`src/rtl/capture_pkg.sv`:
```
// Shared types and default widths for the logic-analyzer capture sequencer.
package capture_pkg;
    localparam int ADDR_W_DEF = 10;
    localparam int CH_DEF     = 4;

    typedef enum logic [2:0] {
        ST_IDLE,
        ST_PRE,
        ST_ARMED,
        ST_POST,
        ST_DONE
    } state_t;
endpackage

```
`src/rtl/capture_ctrl_if.sv`:
```
// Sample stream in (from strobe generator) and sample-RAM write port out.
// master = capture controller, slave = sample source / RAM side.
interface capture_ctrl_if import capture_pkg::*; #(
    parameter int ADDR_W = ADDR_W_DEF,
    parameter int CH     = CH_DEF
) ();
    logic              sample_en;
    logic [CH-1:0]     data;
    logic              mem_we;
    logic [ADDR_W-1:0] mem_addr;
    logic [CH-1:0]     mem_wdata;

    modport master (input sample_en, data, output mem_we, mem_addr, mem_wdata);
    modport slave  (output sample_en, data, input mem_we, mem_addr, mem_wdata);
endinterface

```
`src/rtl/capture_ctrl_trig_match.sv`:
```
// Combinational trigger compare: per-channel mask, level and (with CAPTURE_EDGE_TRIG_EN) edge terms.
// No latency, no state; hit is valid whenever smp is.
module trig_match import capture_pkg::*; #(
    parameter int CH = CH_DEF
) (
    input  logic [CH-1:0] smp,
    input  logic [CH-1:0] prev,
    input  logic          prev_valid,
    input  logic [CH-1:0] mask,
    input  logic [CH-1:0] val,
    input  logic [CH-1:0] edge_sel,
    output logic          hit
);
    logic [CH-1:0] ch_ok;

`ifdef CAPTURE_EDGE_TRIG_EN
    always_comb begin
        ch_ok = '0;
        for (int i = 0; i < CH; i++) begin
            // An edge term needs a known previous sample at the opposite level.
            if (!mask[i])
                ch_ok[i] = 1'b1;
            else if (edge_sel[i])
                ch_ok[i] = prev_valid && (prev[i] != val[i]) && (smp[i] == val[i]);
            else
                ch_ok[i] = (smp[i] == val[i]);
        end
    end
`else
    wire unused_ok = ^{prev, prev_valid, edge_sel};
    assign ch_ok = ~mask | ~(smp ^ val);
`endif

    assign hit = &ch_ok;
endmodule

```
`src/rtl/capture_ctrl.sv`:
```
// Capture sequencer: pre-trigger circular fill, trigger wait, post-trigger fill, done.
// Optional edge triggering is built when CAPTURE_EDGE_TRIG_EN is defined.
module capture_ctrl import capture_pkg::*; #(
    parameter int ADDR_W = ADDR_W_DEF,
    parameter int CH     = CH_DEF
) (
    input  logic              clk,
    input  logic              reset,
    capture_ctrl_if.master    bus,
    input  logic              arm,
    input  logic              abort,
    input  logic [ADDR_W-1:0] pre_len,
    input  logic [ADDR_W-1:0] post_len,
    input  logic [CH-1:0]     trig_mask,
    input  logic [CH-1:0]     trig_val,
    input  logic [CH-1:0]     trig_edge,
    output logic [ADDR_W-1:0] trig_addr,
    output logic              busy,
    output logic              done
);
    state_t            state;
    logic [ADDR_W-1:0] wr_ptr;
    logic [ADDR_W-1:0] cnt;
    logic [ADDR_W-1:0] pre_q;
    logic [ADDR_W-1:0] post_q;
    logic [CH-1:0]     mask_q;
    logic [CH-1:0]     val_q;
    logic [CH-1:0]     edge_q;
    logic [CH-1:0]     prev_q;
    logic              prev_valid;
    logic              hit;
    logic              wr_go;

    assign wr_go = bus.sample_en && !abort &&
                   (state == ST_PRE || state == ST_ARMED || state == ST_POST);

`ifdef CAPTURE_EDGE_TRIG_EN
    always_ff @(posedge clk or negedge reset) begin
        if (!reset) begin
            edge_q     <= '0;
            prev_q     <= '0;
            prev_valid <= 1'b0;
        end else if (!abort && arm && (state == ST_IDLE || state == ST_DONE)) begin
            edge_q     <= trig_edge;
            prev_valid <= 1'b0;
        end else if (wr_go) begin
            prev_q     <= bus.data;
            prev_valid <= 1'b1;
        end
    end
`else
    wire unused_ok = ^trig_edge;
    assign edge_q     = '0;
    assign prev_q     = '0;
    assign prev_valid = 1'b0;
`endif

    trig_match #(.CH(CH)) u_match (
        .smp        (bus.data),
        .prev       (prev_q),
        .prev_valid (prev_valid),
        .mask       (mask_q),
        .val        (val_q),
        .edge_sel   (edge_q),
        .hit        (hit)
    );

    always_ff @(posedge clk or negedge reset) begin
        if (!reset) begin
            state         <= ST_IDLE;
            busy          <= 1'b0;
            done          <= 1'b0;
            wr_ptr        <= '0;
            cnt           <= '0;
            pre_q         <= '0;
            post_q        <= '0;
            mask_q        <= '0;
            val_q         <= '0;
            trig_addr     <= '0;
            bus.mem_we    <= 1'b0;
            bus.mem_addr  <= '0;
            bus.mem_wdata <= '0;
        end else begin
            bus.mem_we <= 1'b0;
            if (wr_go) begin
                bus.mem_we    <= 1'b1;
                bus.mem_addr  <= wr_ptr;
                bus.mem_wdata <= bus.data;
                wr_ptr        <= wr_ptr + 1'b1;
            end

            if (abort) begin
                state <= ST_IDLE;
                busy  <= 1'b0;
                done  <= 1'b0;
            end else begin
                case (state)
                    ST_IDLE, ST_DONE: begin
                        if (arm) begin
                            pre_q  <= pre_len;
                            post_q <= post_len;
                            mask_q <= trig_mask;
                            val_q  <= trig_val;
                            wr_ptr <= '0;
                            cnt    <= '0;
                            busy   <= 1'b1;
                            done   <= 1'b0;
                            state  <= (pre_len == '0) ? ST_ARMED : ST_PRE;
                        end
                    end
                    ST_PRE: begin
                        if (bus.sample_en) begin
                            if (cnt + 1'b1 == pre_q)
                                state <= ST_ARMED;
                            else
                                cnt <= cnt + 1'b1;
                        end
                    end
                    ST_ARMED: begin
                        if (bus.sample_en && hit) begin
                            trig_addr <= wr_ptr;
                            if (post_q == '0) begin
                                state <= ST_DONE;
                                busy  <= 1'b0;
                                done  <= 1'b1;
                            end else begin
                                cnt   <= post_q;
                                state <= ST_POST;
                            end
                        end
                    end
                    ST_POST: begin
                        // cnt holds the number of post samples still owed
                        if (bus.sample_en) begin
                            if (cnt == ADDR_W'(1)) begin
                                state <= ST_DONE;
                                busy  <= 1'b0;
                                done  <= 1'b1;
                            end else begin
                                cnt <= cnt - 1'b1;
                            end
                        end
                    end
                    default: begin
                        state <= ST_IDLE;
                        busy  <= 1'b0;
                        done  <= 1'b0;
                    end
                endcase
            end
        end
    end
endmodule
```
`src/flat_wrapper.sv`:
```
// flat-port wrapper written by rule: the top's interface ports become plain ports
module capture_ctrl_flat import capture_pkg::*;
#(
    parameter int ADDR_W = ADDR_W_DEF,
    parameter int CH     = CH_DEF
)
  (clk, reset, arm, abort, pre_len, post_len, trig_mask, trig_val, trig_edge, trig_addr, busy, done, bus_sample_en, bus_data, bus_mem_we, bus_mem_addr, bus_mem_wdata);
  capture_ctrl_if #(.ADDR_W(ADDR_W), .CH(CH)) bus_i ();
  input  logic clk;
  input  logic reset;
  input  logic arm;
  input  logic abort;
  input  logic [ADDR_W-1:0] pre_len;
  input  logic [ADDR_W-1:0] post_len;
  input  logic [CH-1:0] trig_mask;
  input  logic [CH-1:0] trig_val;
  input  logic [CH-1:0] trig_edge;
  output logic [ADDR_W-1:0] trig_addr;
  output logic busy;
  output logic done;
  input wire logic [$bits(bus_i.sample_en)-1:0] bus_sample_en;
  input wire logic [$bits(bus_i.data)-1:0] bus_data;
  output wire logic [$bits(bus_i.mem_we)-1:0] bus_mem_we;
  output wire logic [$bits(bus_i.mem_addr)-1:0] bus_mem_addr;
  output wire logic [$bits(bus_i.mem_wdata)-1:0] bus_mem_wdata;
  assign bus_i.sample_en = bus_sample_en;
  assign bus_i.data = bus_data;
  assign bus_mem_we = bus_i.mem_we;
  assign bus_mem_addr = bus_i.mem_addr;
  assign bus_mem_wdata = bus_i.mem_wdata;
  capture_ctrl #(.ADDR_W(ADDR_W), .CH(CH)) u_core (.clk(clk), .reset(reset), .bus(bus_i), .arm(arm), .abort(abort), .pre_len(pre_len), .post_len(post_len), .trig_mask(trig_mask), .trig_val(trig_val), .trig_edge(trig_edge), .trig_addr(trig_addr), .busy(busy), .done(done));
endmodule
```
`config.mk`:
```
export PLATFORM = sky130hd
export DESIGN_NAME = capture_ctrl_flat
export DESIGN_NICKNAME = d
export VERILOG_FILES = /design/src/rtl/capture_pkg.sv /design/src/rtl/capture_ctrl_if.sv /design/src/rtl/capture_ctrl_trig_match.sv /design/src/rtl/capture_ctrl.sv /design/src/flat_wrapper.sv
export SDC_FILE = /design/constraint.sdc
export NUM_CORES = 1
export LEC_CHECK = 0
export ABC_AREA = 1
export CELL_PAD_IN_SITES_DETAIL_PLACEMENT = 0
export CELL_PAD_IN_SITES_GLOBAL_PLACEMENT = 2
export CORE_ASPECT_RATIO = 1.5
export CORE_MARGIN = 2
export CORE_UTILIZATION = 33
export CTS_CLUSTER_SIZE = 30
export DETAILED_ROUTE_END_ITERATION = 16
export DONT_BUFFER_PORTS = 1
export GPL_TIMING_DRIVEN = 1
export PLACE_DENSITY = 0.87
export SLEW_MARGIN = 20
export SYNTH_ARGS = -nofsm -noshare
export SYNTH_HDL_FRONTEND = slang
export SYNTH_SLANG_ARGS = --single-unit
```
`constraint.sdc`:
```
create_clock -name clk -period 1.8 [get_ports clk]
set_input_delay 0.54 -clock clk [delete_from_list [all_inputs] [get_ports clk]]
set_output_delay 0.54 -clock clk [all_outputs]
set_load 0.05 [all_outputs]
```
Word-level counts from Yosys, hierarchy flattened
Index checks and enable logic that the tools add are counted.

storage, ports and cells
  bits of input ports = 41
  register bits after elaboration = 78
  word-level logic and storage cells = 96
  output and inout bits = 27

operators by class
  add/subtract/negate cells = 3
  eq/ne operators = 21
  multiplexer cells = 37
  bitwise gates (word level) = 5
  reductions and logical operators = 17

operators with widths
  cell                   number
  $mux 10                11
  $pmux 10 s4            1
  $mux 3                 8
  $ne 3x3->1 const B     7
  $add 10x1->10 const B  2
  $logic_not 10->1       2
  $ne 2x2->1 const B     8
  $mux 1                 13
  $pmux 3 s4             1
  $reduce_and 6->1       2
  $eq 10x1->1 const B    1
  $eq 10x10->1           1
  $sub 10x1->10 const B  1
  $reduce_and 9->1       1
  $not 4->4              2
  $pmux 1 s4             2
  $eq 3x2->1 const B     2
  $reduce_and 3->1       2
  $or 4x4->4             1
  $reduce_and 4->1       1
  $reduce_bool 4->1      1
  $xor 4x4->4            1
  $eq 3x1->1 const B     1
  $eq 3x3->1 const B     1
  other kinds (7)        10

Depth between registers and ports, before layout
  depth in word-level cells = 8
  depth in mapped cells = 15
  mapped depth without buffers = 15

Cells and area by module
A second synthesis with hierarchy kept.

unflattened totals
  cells, all modules = 578
  area total of the unflattened synthesis = 4151.5 um2

modules (own cells, without submodules)
  module        times used  area an instance (um2)  sequential area each (um2)  cells an instance
  capture_ctrl  1           4055.1                  1951.9                      555
  trig_match    1           96.3                    0.0                         23

Worst setup path before layout
Ideal clock, no wire load.

  path type = register to register
  start point = register u_core.cnt[0]
  end point = register u_core.cnt[8]
  library setup time = 117 ps
  period minus slack after synthesis = 1830 ps
  stages on the path, launching flop included = 15
  slack = -30 ps
  path buffers = 1
  required time = 1683 ps
  arrival = 1713 ps
  path through = dfrtp_1 -> inv_2 -> ha_1 -> inv_1 -> nand2_1 -> nand2_1 -> nor2_1 -> nand3_1 -> nor2_1 -> nand3_1 -> nor2_2 -> nand3_2 -> buf_6 -> nand3_2 -> nand2_1

on the way
  word-level cells in the longest chain between the ends = 4
  elaborated cells between the ends (all ways) = 12
  classes of those cells = 2 x add/sub; 4 x eq/ne; 5 x mux; 1 x reduce/logical

ends and longest elaborated chain
  element                                                                  line                                                           text
  from (decl)                                                              capture_ctrl.sv:23                                             logic [ADDR_W-1:0] cnt;
  from (signal assigned)                                                   capture_ctrl.sv:116                                            cnt <= cnt + 1'b1;
  from (signal assigned)                                                   capture_ctrl.sv:127                                            cnt <= post_q;
  from (signal assigned)                                                   capture_ctrl.sv:140                                            cnt <= cnt - 1'b1;
  $add 10x1->10 / $sub 10x1->10 (equally long branches)                    capture_ctrl.sv:113, capture_ctrl.sv:116, capture_ctrl.sv:140
  $eq 10x10->1, or another cell as far along                               capture_ctrl.sv:113                                            if (cnt + 1'b1 == pre_q)
  $ne 2x2->1 (no source line), or another cell as far along                --
  $reduce_and 9->1 (no source line) / $pmux 10 s4 (equally long branches)  --

Several ways; a longest one is shown, not always the timed one. The select of a mux whose other input is x is not followed.
A chain may end at the register's enable or synchronous reset.

Final worst setup path
  start point = register u_core.cnt[0]
  end point = register u_core.cnt[4]

The elaborated chain is that of the path after synthesis.

==> impl_results.md <==
- Sequential area share after synthesis: 0.469
- Final setup TNS: -2.45 ns
- Largest net degree at the start of global routing: 79
- Ranking of synthesized cells by area: dfrtp_1 (47%), nand2_1 (18%), nor2_1 (4.8%), nand3_1 (4.6%), inv_1 (4.1%)
- VDD IR max: 0.000859 V
- Failing checks: hold timing, setup timing
- Most frequent cell after synthesis: nand2_1
- Main combinational cell family by area after synthesis: simple AND/OR/NAND/NOR gates
- Post-synth EDFFs: 0
- Tcrit/Tclk final: 1.11
- Antenna-violating nets left: 0
- RSZ-0062 raised after global routing: yes
- Max Slew Vio Count: 0
- Ys flop type: dfrtp_1
- Layout cell share with drive strength beyond 1: 0.196
- Mux contribution to synthesized area: 0.00812
- Leading area contributor after synthesis: dfrtp_1
- P per Cell Area: 1720 nW/um^2
- Critical Path Start: u_core.cnt[0]$_DFFE_PN0P_
- Max Cap Violations: 0
- Diode count: 0
- WP buf/inv: 3
- Drt via density: 4.92
- Compound-cell area share of the yosys netlist: 0.0842
- DR pass1 iterations: 4
- Critical Path RT: 2.03 ns
- Grt met1 use: 0.196
- Mapped Avg Cell Area: 7.58 um^2
- First-pass GRT wire length: 18900 um
- Utilization after layout: 0.416
- Final setup viols: 13
- Clock Sinks: 78
- Root Driver: clkbuf_16
- Arr. time, crit path: 2.23 ns
- Mapped Nets: 594
- Worst Hold Class: in -> async
- Post-synth cell types: 36
- WL/cell: 15.4 um
- Slew HR: 0.663
- Synth Area in Adders: 0.0120
- Core Area: 12400 um^2
- GRT overflow: 0
- Num CTS Buffers: 9
- Synthesis-stage register bit count: 78
- Crit-path cells: inv_2 > ha_4 > inv_2 > nand2_1 > nand2_1 > nor2_1 > nand3_1 > nor2_4 > nand3_2 > nor2_4 > nand3_4 > buf_8 > nand3_2 > nand2_1
- Synth warn: 0
- Port Buffer Count: 0
- Simple-gate share of the synthesized area: 0.349
- Final WL: 11700 um
- Met2 usage: 0.325
- Final Hold Fails: 78
- DRT iter0 DRCs: 154
- Synthesized cell area: 4160 um^2
- Slowest cell on crit path: dfrtp_1
- GRT Total Usage: 0.180
- Max clock buf depth: 2
- Leakage: 0.00250 uW
- WHS: -0.106 ns
- Fmax: 0.499 GHz
- Antenna violations before repair: 0
- Critical Path Max Stage Delay: 0.40 ns
- Worst Max-Slew Pin Slew: 0.506 ns
- H-tree depth: 3
- Fillers: 1289
- List of most frequent post-synthesis cells: nand2_1 (204), dfrtp_1 (78), nor2_1 (53)
- Setup crit end kind: flip-flop
- Die footprint: 13500 um^2
- Min Tclk post-route: 2.00 ns
- Yosys top cell area share: 0.469
- Delay-heaviest family, CP: simple AND/OR/NAND/NOR gates
- IO Pins: 68
- Grt met3 use: 0.0377
- Nets@finish: 641
- Vias after detailed routing: 3723
- Rows: 50
- FF-to-FF Start: u_core.cnt[0]$_DFFE_PN0P_
- Most used cell, CP: nand2_1
- Fraction of registers with async set or reset after synthesis: 1.00
- Gr busiest metal: met2
- Worst Path Class, Setup: reg -> reg
- Vias in the first global route: 3927
- Critical path fanouts, max: 8
- Placer Congestion: 0.920
- CTS tree: yes
- Starting Density: 0.336
- Die H: 142 um
- CP Launch Type: flip-flop
- Post-DP HPWL: 8580 um
- Worst-path clk slew: 0.07 ns
- Layout area overhead: 23.8%
- Clk_skew: 0.00645 ns
- Final setup margin: -0.204 ns
- Die width: 95.7 um
- Synth Area in XOR/XNOR: 0.0147
- Worst-Skew Late Latency: 0.34 ns
- Post-Syn Instances: 549
- Status: finished with violations
- DRC: 0
## per-stage QoR
stage	total power, uW	instance area [um^2]	instances	worst slack [ns]
3_3_place_gp	6520	4660	736	-0.266
6_report	8840	5150	757	-0.204
5_1_grt	9500	5150	757	-0.389
3_5_place_dp	6580	4660	736	-0.319
4_1_cts	8710	5030	754	-0.201
2_1_floorplan	5490	4180	549	-0.00542
## report_power, final
group	internal, uW	switching (uW)	leakage (uW)
Combinational	1320	1840	0.00133
Clock	1230	799	0.000157
Sequential	2370	1280	0.00101
## cell type report
type	instances	area, um^2	share of cell area
Inverter	49	184	0.0357
Tap cell	156	195	0.0379
Clock buffer	9	225	0.0437
Multi-Input combinational cell	407	2080	0.404
Clock inverter	7	103	0.0199
Timing Repair Buffer	51	414	0.0803
Sequential cell	78	1950	0.379
## worst register-to-register path, stage by stage, from the launching register on
cell	delay, ns
dfrtp_1	0.40
inv_2	0.07
ha_4	0.26
inv_2	0.03
nand2_1	0.04
nand2_1	0.05
nor2_1	0.10
nand3_1	0.13
nor2_4	0.17
nand3_2	0.10
nor2_4	0.11
nand3_4	0.14
buf_8	0.18
nand3_2	0.06
nand2_1	0.05
## final timing paths
path / end / slack, ns / cells past startpoint
worst max-delay path: u_core.cnt[4]$_DFFE_PN0P_ / -0.20 / 14
worst min register to register: u_core.mask_q[1]$_DFFE_PN0P_ / 0.47 / 2
min in group clk: u_core.bus.mem_wdata[0]$_DFFE_PN0P_ / 0.31 / 2
worst max register to register: u_core.cnt[4]$_DFFE_PN0P_ / -0.20 / 14
max in group asynchronous: u_core.busy$_DFFE_PN0P_ / 1.77 / 0
worst min-delay path: u_core.pre_q[5]$_DFFE_PN0P_ / -0.11 / 0
## timing repair
action / CTS / global route
resized for setup: 9 / 23
buffers inserted: 2 / 2
hold endpoints to repair: 78 / 78
pin swaps: 3 / 19
endpoints found under the setup margin: 25 / 26
gates cloned: 0 / 1
## cell usage in the layout (no fill, tap or decap), drive strengths merged, types with 7 or more instances in the layout
master  Yosys  routed
nor2       57      57
nand2     207     208
inv        49      52
buf         8      51
a21oi      13      13
clkbuf      8       9
dfrtp      78      78
o21ai      30      30
nand3      50      50
o21a        7       7
nor3        7       7
## metal layers
metal | vias up | share of wire | routed length (um)
met1 | 1772 | 0.39 | 4540
met5 | - | 0 | 0
met3 | 18 | 0.048 | 565
met4 | 0 | 0.026 | 301
li1 | 1850 | - | -
met2 | 83 | 0.54 | 6270
## state kept, by name (all words and copies together) (netlist names)
name	flops
u_core.bus.mem_wdata	4
u_core.post_q	10
u_core.done	1
u_core.wr_ptr	10
u_core.pre_q	10
u_core.val_q	4
u_core.bus.mem_addr	10
u_core.state	3
u_core.bus.mem_we	1
u_core.trig_addr	10
u_core.mask_q	4
u_core.cnt	10
u_core.busy	1
## cells by family after synthesis
logic type      count (synthesis)
fa+ha+maj                       4
xor+xnor                        7
mux                             3
simple gates                  332
flops                          78
buf+inv                        65
compound gates                 60
No activity file was read; power rests on OpenSTA's default activity.
==> patch (config.mk and constraints unchanged) <==
Put one more register stage on the output `trig_addr`. The value now appears one clock later. The other outputs are not delayed to match.
--- a/src/rtl/capture_ctrl.sv
+++ b/src/rtl/capture_ctrl.sv
@@ -18,6 +18,8 @@
     output logic              busy,
     output logic              done
 );
+
+    logic [ADDR_W-1:0] trig_addr_s0;
     state_t            state;
     logic [ADDR_W-1:0] wr_ptr;
     logic [ADDR_W-1:0] cnt;
@@ -76,7 +78,7 @@
             post_q        <= '0;
             mask_q        <= '0;
             val_q         <= '0;
-            trig_addr     <= '0;
+            trig_addr_s0  <= '0;
             bus.mem_we    <= 1'b0;
             bus.mem_addr  <= '0;
             bus.mem_wdata <= '0;
@@ -118,7 +120,7 @@
                     end
                     ST_ARMED: begin
                         if (bus.sample_en && hit) begin
-                            trig_addr <= wr_ptr;
+                            trig_addr_s0 <= wr_ptr;
                             if (post_q == '0) begin
                                 state <= ST_DONE;
                                 busy  <= 1'b0;
@@ -150,4 +152,8 @@
             end
         end
     end
+    always_ff @(posedge clk) begin
+        trig_addr <= trig_addr_s0;
+    end
+
 endmodule
Check against the original RTL: not equivalent (a bounded check fails within 4 cycles, from zero or initial values and one cycle with reset low).
==> patch against the unedited design <==
The flow still finishes with violations (hold timing, setup timing); clock skew grew 0.0019 ns; wire length grew 5.6%; worst setup slack gained 0.12 ns; sequential share of layout area grew 1.8 points; design area grew 5.7%; clock power shrank 4%; total power shrank 0.92%; count of clock-buffer cells in the layout is the same; synthesized area grew 2.4%; synthesized cell count grew 0.73%; sequential cell count grew 10; combinational power shrank 4%.
==> patch: results <==
metrics = {
    "power_and_ir_drop": {
        "p_seq_w": 0.00378,
        "internal_power_w": 0.00490,
        "power_frac_seq_pct": 43.1,
        "ir_worst_vdd_uv": 790,
        "leakage_nw": 2.59,
    },
    "outcome": {
        "outcome": "finished with violations",
        "violations": "hold timing, setup timing",
    },
    "route": {
        "vias_per_cell": 4.97,
        "ant_nets": 0,
        "drt-initial-drc-count": 218,
        "drt_wl_total_microns": 12300,
    },
    "critical_path": {
        "crit_path_max_fanout": 5,
        "rr_startpoint": "u_core.cnt[1]",
        "crit_end": "u_core.cnt[1]",
        "reg2reg_depth": 11,
        "arrival_ns": 2.13,
    },
    "cells_and_area": {
        "nNetsFinal": 652,
        "final_cell_count_no_fill": 768,
        "stdcell_area_sq_um": 5450,
        "drive_gt1_share_pct": 23.9,
    },
    "synth": {
        "synth_common_cells": "205 x nand2_1, 78 x dfrtp_1, 53 x nand3_1, 48 x inv_1, 39 x o21ai_0",
        "yosys-mux-area-fraction_pct": 0,
        "async_flop_share_pct": 88.6,
        "ys_seq_area_share_pct": 50.5,
        "synthCells": 553,
        "synthDistinctLibCells": 35,
        "synthAdderAreaFrac_pct": 1.17,
        "synth-compound-area-share_pct": 8.27,
        "syn_nets": 598,
        "post_synth_xor_area_fraction_pct": 1.23,
    },
    "global_routing": {
        "grt_use_total_pct": 17.8,
        "grt_pass1_wl_microns": 19400,
        "first_global_vias": 3818,
    },
    "placement": {
        "gp_congestion": 0.862,
        "dpl_cell_area_sq_um": 4750,
        "dp.cells": 741,
        "dp_hpwl_microns": 8960,
        "place_ws_ns": -0.216,
    },
    "sta": {
        "hold_ws_ns": -0.119,
        "tightest_slew_ns": 0.514,
        "setup_ws_ns": -0.0851,
        "setup_viol_count_final": 13,
        "finalSetupTns_ns": -0.873,
        "skew_ns": 0.00833,
        "finalHoldViolations": 78,
    },
    "clocking": {
        "cts_root_buffer": "clkbuf_16",
    },
}
==> patch: changes by cell type in the layout (fill, tap and decap cells not counted), moves of 4 or more <==
cell | before | now
buf_4 | 46 | 53
nand2_1 | 202 | 188
dfrtp_2 | 0 | 5
nor2_1 | 48 | 36
dfxtp_1 | 0 | 10
inv_8 | 0 | 5
o21a_1 | 7 | 1
dfrtp_1 | 78 | 73
nor2_2 | 4 | 0
buf_6 | 3 | 7
o21ai_0 | 28 | 39
nand2_2 | 5 | 15
==> patch: layer usage <==
layer  vias to the layer above  GRT usage (%)  share of wire, %
met2                        88           32.8                54
met1                      1828           19.9                39
met4                         0           8.08               3.3
met3                        21           3.13               3.6
li1                       1880              -                 -
met5                         -              0                 0
==> patch: repair_timing <==
| item | 4_1_cts | 5_1_grt |
|---|---|---|
| gates cloned | 1 | 0 |
| setup buffers | 4 | 6 |
| endpoints found under the hold margin | 78 | 78 |
| gates resized for setup | 52 | 23 |
| endpoints found under the setup margin | 15 | 17 |
| pin swaps | 33 | 9 |
==> patch: cell families after synthesis <==
logic type / count (synthesis)
xor+xnor: 6
compound gates: 65
flops: 88
fa+ha+maj: 4
buf+inv: 68
simple gates: 322
==> patch: area by class of cell <==
cell class | count | area, sq um
fillers | 1284 | 7130
flip-flops and latches | 88 | 2160
multi-input cells | 397 | 2120
repair buffers | 60 | 477
clock buffers | 9 | 225
well taps | 156 | 195
inverters | 51 | 194
clock inverters | 7 | 81.3
==> patch: worst max-delay path: stages (launching register included) <==
cell,delay [ns]
dfrtp_2,0.43
ha_4,0.19
inv_4,0.05
nor2_4,0.18
nand3_2,0.12
nand3_2,0.12
nand2_4,0.06
nor3_4,0.23
nand3_4,0.13
buf_6,0.17
nand3_2,0.06
nand2_1,0.05
